===== config.mk =====
export PLATFORM = sky130hd
export DESIGN_NAME = wb_arbiter
export DESIGN_NICKNAME = d
export VERILOG_FILES = /design/src/rtl/wb_arbiter.sv
export SDC_FILE = /design/constraint.sdc
export NUM_CORES = 1
export LEC_CHECK = 0
export ABC_CLOCK_PERIOD_IN_PS = 2200
export BUFFER_PORTS_ARGS = -buffer_cell sky130_fd_sc_hd__buf_4
export CAP_MARGIN = 20
export CORE_MARGIN = 2
export CORE_UTILIZATION = 48
export CTS_BUF_LIST = sky130_fd_sc_hd__clkbuf_4
export DETAILED_ROUTE_END_ITERATION = 16
export GPL_ROUTABILITY_DRIVEN = 0
export PLACE_DENSITY = 0.86
export RECOVER_POWER = 25
export SLEW_MARGIN = 20
export SYNTH_ARGS = -nofsm -noshare
export SYNTH_HDL_FRONTEND = slang
export SYNTH_SLANG_ARGS = --single-unit

===== constraint.sdc =====
create_clock -name clk -period 2.2 [get_ports clk]
set_clock_uncertainty 0.05 [all_clocks]
set_input_delay 0.22 -clock clk [delete_from_list [all_inputs] [get_ports clk]]
set_output_delay 0.22 -clock clk [all_outputs]
set_load 0.02 [all_outputs]

===== src/rtl/wb_arbiter.sv =====
// Writeback arbiter: round-robin choice between the ALU and LSU result sources, with the
// winner registered into the register-file write port and a count of accepted results.
module wb_arbiter #(
  parameter int unsigned XLEN     = 32,
  // Width of the internal retire counter; values below 32 give a short-wrapping build.
  parameter int unsigned CntWidth = 32
) (
  input  logic            clk,
  input  logic            rst,
  input  logic            wb_stall,
  input  logic            alu_valid,
  output logic            alu_ready,
  input  logic [4:0]      alu_rd,
  input  logic [XLEN-1:0] alu_data,
  input  logic            lsu_valid,
  output logic            lsu_ready,
  input  logic [4:0]      lsu_rd,
  input  logic [XLEN-1:0] lsu_data,
  output logic            wbe_CONTROL,
  output logic [4:0]      rd_sel,
  output logic [XLEN-1:0] rd_in,
  output logic [31:0]     retire_cnt
);

  typedef enum logic {PtrAlu = 1'b0, PtrLsu = 1'b1} ptr_e;

  ptr_e                ptr_q;
  logic [CntWidth-1:0] cnt_q;
  logic                contended;
  logic                xfer;
  logic [4:0]          win_rd;
  logic [XLEN-1:0]     win_data;

  assign contended = alu_valid && lsu_valid;

  // The ALU wins when it is alone or when the pointer favours it under contention.
  always_comb begin
    alu_ready = 1'b0;
    lsu_ready = 1'b0;
    if (!rst && !wb_stall) begin
      if (alu_valid && (!lsu_valid || ptr_q == PtrAlu)) begin
        alu_ready = 1'b1;
      end else if (lsu_valid) begin
        lsu_ready = 1'b1;
      end
    end
  end

  assign xfer     = alu_ready || lsu_ready;
  assign win_rd   = alu_ready ? alu_rd : lsu_rd;
  assign win_data = alu_ready ? alu_data : lsu_data;

  always_ff @(posedge clk or posedge rst) begin
    if (rst) begin
      ptr_q       <= PtrAlu;
      cnt_q       <= '0;
      wbe_CONTROL <= 1'b0;
      rd_sel      <= '0;
      rd_in       <= '0;
    end else begin
      wbe_CONTROL <= 1'b0;
      if (xfer) begin
        rd_sel      <= win_rd;
        rd_in       <= win_data;
        wbe_CONTROL <= (win_rd != 5'd0);
        cnt_q       <= cnt_q + CntWidth'(1);
        if (contended) begin
          ptr_q <= (ptr_q == PtrAlu) ? PtrLsu : PtrAlu;
        end
      end
    end
  end

  assign retire_cnt = 32'(cnt_q);

endmodule

==> results of run 1 <==
==> how the worst max path moves through the flow <==
| stage | cells past startpoint | endpoint |
|---|---|---|
| final | 5 | retire_cnt[16]$_DFFE_PP0P_ |
| after floorplan | 1 | ptr_q$_DFFE_PP0P_ |
| after global placement | 5 | retire_cnt[30]$_DFFE_PP0P_ |
| after detailed placement | 5 | retire_cnt[28]$_DFFE_PP0P_ |
| after global routing | 5 | retire_cnt[29]$_DFFE_PP0P_ |
| after CTS | 5 | retire_cnt[30]$_DFFE_PP0P_ |
==> kinds of logic (layout without fill, tap and decap cells) <==
kind of cell,after synthesis,count (layout)
buffers and inverters,16,200
AOI/OAI and AO/OA,42,42
muxes,38,38
xor gates and xnor gates,32,32
adders and majority gates,1,1
and+or+nand+nor,95,95
DFF,71,71
==> Yosys cell counts (all sizes together) <==
| master | instances |
|---|---|
| a21boi | 1 |
| a21oi | 3 |
| and2 | 1 |
| and3 | 3 |
| and4 | 2 |
| buf | 5 |
| clkbuf | 9 |
| dfrtp | 71 |
| ha | 1 |
| inv | 2 |
| mux2 | 1 |
| mux2i | 37 |
| nand2 | 51 |
| nand3 | 11 |
| nand4 | 7 |
| nor2 | 10 |
| nor3 | 6 |
| nor4 | 2 |
| o2111ai | 1 |
| o211ai | 1 |
| o21a | 1 |
| o21ai | 34 |
| o311a | 1 |
| or3 | 1 |
| or4 | 1 |
| xnor2 | 25 |
| xor2 | 7 |
==> report_power, final <==
| part | internal [mW] | switching, mW |
|---|---|---|
| Sequential | 1.54 | 0.182 |
| Combinational | 0.585 | 0.645 |
| Clock | 0.219 | 0.408 |
| Total | 2.35 | 1.23 |
==> metal layers <==
layer / vias up / wire (um) / track usage
li1: 1377 / - / -
met1: 1339 / 3350 / 0.284
met2: 99 / 4470 / 0.413
met3: 18 / 477 / 0.0395
met4: 0 / 189 / 0.0866
met5: - / 0 / 0
==> state kept, by name, indices dropped and copies added, names as in the netlist <==
register     count
ptr_q            1
rd_in           32
rd_sel           5
retire_cnt      32
wbe_CONTROL      1
==> worst reg2reg max path: stages, from the launching register on <==
cell and delay (ns):
dfrtp_1 0.46, nand3_2 0.14, or3_1 0.56, nor3_1 0.39
nand4_1 0.20, xnor2_1 0.21
==> layout make-up <==
class                   instances  area share
flip-flops and latches         71       0.368
well taps                      77      0.0199
clock buffers                  10      0.0155
clock inverters                 4     0.00311
inverters                       2     0.00155
multi-input cells             208       0.286
repair buffers                184       0.306
==> repair_timing <==
item,CTS,global route
setup buffers,0,0
endpoints found under the setup margin,0,1
endpoints found under the hold margin,98,0
hold buffers,28,0
==> results.toml, run 1 <==
[critical_path]
cp-start-kind = "register"
cp-startpoint = "retire_cnt[3]$_DFFE_PP0P_"
critPathTopFamily = "simple AND/OR/NAND/NOR gates"
crit_type = "reg -> reg"
timing.rr.end = "retire_cnt[16]$_DFFE_PP0P_"
crit_buf_inv = 0
ff2ff_setup_slack_ns = 0.11
rr_worst_depth = 5
crit_path_end_kind = "register"
critical_path_required_ns = 2.46
cp_max_fo = 6
crit_arrival_ns = 2.35
slowest_delay_ns = 0.56
crit_chain = "nand3_2 -> or3_1 -> nor3_1 -> nand4_1 -> xnor2_1"
worst_path_max_delay_cell = "or3_1"
worstReg2RegStart = "retire_cnt[3]$_DFFE_PP0P_"

[sta]
rsz0062_at_grt = "no"
relSlewSlack = 0.117
post-route-min-period_ns = 2.09
finalHoldViolCount = 1
tightest_slew_ns = 1.32
setup_viol = 0
fin_crit_sh = 0.950
fin_ws_ns = 0.111
drv_slew = 0
hold_ws_ns = -0.00110
fin_setup_tns_ns = 0
fmax_ghz = 0.479

[drt]
wl_per_cell_um = 15.3
drc = 0
routed_wl_um = 8490
drt_pass1_iterations = 4
via_count = 2833
drtIter0Drc = 110
avgViaCountPerCell = 5.10
drt.antenna.violating_nets = 0

[layout]
multi_input_area_um2 = 1380
layout.nets = 556
ff_latch_area_um2 = 1780
final_core_util = 0.752
layout_commonest_cell = "buf_4"
antenna_cells = 0
fillers = 448
areaGrowthSynthToFinish_pct = 49.6
final_area_um2 = 4830
fin_cells = 556
final_cell_mix = "buf_4, dfrtp_1, nand2_1, mux2i_1, o21ai_0"
drive_gt1_frac = 0.361

[hold_path]
holdCritPathClass = "in -> reg"
hp-start = "alu_data[18]"
min_delay_path_depth = 3
min_to = "rd_in[18]$_DFFE_PP0P_"

[placed_design]
hpwl_um = 6170
pre_cts_ws_ns = 0.107
placed_area_um2 = 4470
port-buffer-count = 150
place_inst = 514

[floorplan]
ios = 151
die_area_um2 = 7400
die_h_um = 86.0
std_cell_rows = 29
die_w_um = 86.0
start_util = 0.503
core_area_um2 = 6420

[synth]
synth-simple-area-share = 0.148
synth-seq-cells = 71
synth_top_family_by_area = "simple AND/OR/NAND/NOR gates"
synth_compound_area_frac = 0.0701
syn-num-nets = 375
netlist.area_leader.share = 0.550
muxShareOfSynthArea = 0.118
synth_adder_area_share = 0.00387
synth_xor_area_frac = 0.0868
synthDistinctLibCells = 31
yosysTopAreaCell = "dfrtp_1"
syn_inst = 295
syn-mean-instance-area_um2 = 10.9
netlist_top_cells_area = "dfrtp_1, mux2i_1, xnor2_1"
synth_area_um2 = 3230
seq_area_frac_synth = 0.550
ys_warn_count = 0

[clock_network]
cts_made_buffers = 9
max-clock-path-buffers = 2
root_buffer = "clkbuf_4"
clk_pin_slew_ns = 0.10
clock_sinks = 71
clk_latency_ns = 0.39
h-tree-depth = 3
tritoncts = "done"
cts-resized-gates = 0

[pwr]
ir_drop_v = 0.000482
power_mw = 3.58
pwr_density_cell_nw_per_um2 = 742
leakage_nw = 2.27

[outcome]
outcome = "complete, but fails checks"
violations = "negative hold slack"

[grt]
antenna_found_initial = 0
grt_max_degree = 47
grt_pass1_vias = 2960
grt_pass1_wl_um = 13600
grt_overflow_total = 0
grt_util_all_layers = 0.233

[job]
max_cap_violations = 0
No activity file was read; power rests on OpenSTA's default activity.
==> run 2: changes to the inputs <==
--- a/config.mk
+++ b/config.mk
@@ -5,15 +5,15 @@
 export SDC_FILE = /design/constraint.sdc
 export NUM_CORES = 1
 export LEC_CHECK = 0
-export ABC_CLOCK_PERIOD_IN_PS = 2200
+export ABC_CLOCK_PERIOD_IN_PS = 2570
 export BUFFER_PORTS_ARGS = -buffer_cell sky130_fd_sc_hd__buf_4
 export CAP_MARGIN = 20
 export CORE_MARGIN = 2
-export CORE_UTILIZATION = 48
+export CORE_UTILIZATION = 52
 export CTS_BUF_LIST = sky130_fd_sc_hd__clkbuf_4
 export DETAILED_ROUTE_END_ITERATION = 16
 export GPL_ROUTABILITY_DRIVEN = 0
-export PLACE_DENSITY = 0.86
+export PLACE_DENSITY = 0.92
 export RECOVER_POWER = 25
 export SLEW_MARGIN = 20
 export SYNTH_ARGS = -nofsm -noshare
==> constraint.sdc (replaced) <==
create_clock -name clk -period 2.57 [get_ports clk]
set_clock_uncertainty 0.05 [all_clocks]
set_input_delay 0.257 -clock clk [delete_from_list [all_inputs] [get_ports clk]]
set_output_delay 0.257 -clock clk [all_outputs]
set_load 0.02 [all_outputs]
==> results.toml, run 2 (same netlist as run 1, synthesis figures left out) <==
[outcome]
outcome = "complete, no violations"

[clock_network]
cts_setup_buffers = 0
holdBufCountCts = 13
clk_latency_ns = 0.41
root_buffer = "clkbuf_4"
clk_pin_slew_ns = 0.11
h-tree-depth = 3
cts_made_buffers = 9
tritoncts = "done"
clock_sinks = 71
cts-resized-gates = 0
max-clock-path-buffers = 2

[critical_path]
crit_chain = "dlygate4sd3_1 -> clkbuf_4 -> nor2_1 -> and2_2 -> a21boi_0 -> buf_4"
slowest_delay_ns = 0.53
critical_path_required_ns = 2.26
crit_type = "in -> out"
worst_path_max_delay_cell = "dlygate4sd3_1"
crit_path_end_kind = "primary output"
cp_max_fo = 13
crit_arrival_ns = 2.00
cp-start-kind = "primary input"

[sta]
fin_setup_tns_ns = 0
post-route-min-period_ns = 2.31
finalHoldViolCount = 0
drv_slew = 0
relSlewSlack = 0.185
setup_viol = 0
fin_crit_sh = 0.899
fmax_ghz = 0.433
tightest_slew_ns = 1.22
rsz0062_at_grt = "no"

[layout]
final_cell_mix = "buf_4, dfrtp_1, nand2_1, mux2i_1, o21ai_0"
drive_gt1_frac = 0.330
layout_commonest_cell = "buf_4"
ff_latch_area_um2 = 1780
multi_input_area_um2 = 1380
layout.nets = 542
final_area_um2 = 4660
fillers = 417
antenna_cells = 0
areaGrowthSynthToFinish_pct = 44.4

[floorplan]
core_area_um2 = 5960
die_h_um = 82.8
ios = 151
die_w_um = 82.8
die_area_um2 = 6860
start_util = 0.542
std_cell_rows = 28

[drt]
avgViaCountPerCell = 5.25
routed_wl_um = 8790
via_count = 2848
drc = 0
drt.antenna.violating_nets = 0
wl_per_cell_um = 16.2
drt_pass1_iterations = 4
drtIter0Drc = 203

[pwr]
pwr_density_cell_nw_per_um2 = 668
power_mw = 3.11
leakage_nw = 2.16
ir_drop_v = 0.000652

[hold_path]
holdCritPathClass = "in -> reg"

[grt]
grt_pass1_vias = 2904
grt_util_all_layers = 0.260
antenna_found_initial = 0
grt_pass1_wl_um = 14300
grt_overflow_total = 0
grt_max_degree = 48

[placed_design]
hpwl_um = 6470
port-buffer-count = 150
placed_area_um2 = 4450

[job]
max_cap_violations = 0
[run 2: cell types whose count changed in the layout (fill, tap and decap cells not counted), moves of 2 or more]
| cell | change |
|---|---|
| clkbuf_1 | +21 |
| clkinvlp_4 | +2 |
| buf_4 | -23 |
| clkinv_1 | -4 |
| clkinv_2 | +3 |
| dlygate4sd3_1 | -11 |
[run 2: metrics by stage]
step / cells / hold WS (ns) / setup WS, ns / util
after detailed placement: 509 / 0.362 / 0.505 / 0.747
final: 542 / 0.0115 / 0.260 / 0.783
after global routing: 542 / 0.00524 / 0.105 / 0.783
after floorplan: 295 / 0.324 / 0.466 / -
after CTS: 538 / 0.00127 / 0.247 / 0.791
after global placement: 509 / 0.357 / 0.572 / 0.747
[run 2: where the power goes]
part	switching [mW]	total, mW	internal, mW	leakage, nW
combinational	0.557	0.971	0.414	1.18
sequential	0.149	1.47	1.32	0.908
clock	0.385	0.673	0.288	0.0691
[run 2: cell type report]
| type | count | area share |
|---|---|---|
| flip-flops and latches | 71 | 0.381 |
| well taps | 75 | 0.0201 |
| clock inverters | 7 | 0.0137 |
| inverters | 2 | 0.00161 |
| repair buffers | 170 | 0.272 |
| clock buffers | 9 | 0.0145 |
| multi-input cells | 208 | 0.297 |
[run 2: layer usage]
layer  global-route usage  up-vias  part of all wire
met2                0.446      105              0.53
li1                     -     1355                 -
met5                    0        -                 0
met4                0.142        0             0.041
met3               0.0567       30             0.050
met1                0.304     1358              0.37
[run 2: final timing paths]
check,depth (start not counted),to,slack (ns),start
max in group asynchronous,4,rd_in[24]$_DFFE_PP0P_,0.97,rst
setup / recovery,6,lsu_ready,0.26,rst
hold / removal,3,rd_in[17]$_DFFE_PP0P_,0.01,alu_data[17]
hold reg to reg,1,ptr_q$_DFFE_PP0P_,0.43,ptr_q$_DFFE_PP0P_
min in group asynchronous,3,rd_in[29]$_DFFE_PP0P_,0.69,rst
setup reg to reg,5,retire_cnt[23]$_DFFE_PP0P_,0.49,retire_cnt[4]$_DFFE_PP0P_
[run 2: critical path, delay by kind of cell]
family	cells	cell delay, ns
buffers and inverters	3	0.84
and+or+nand+nor	2	0.68
AOI/OAI and AO/OA	1	0.23
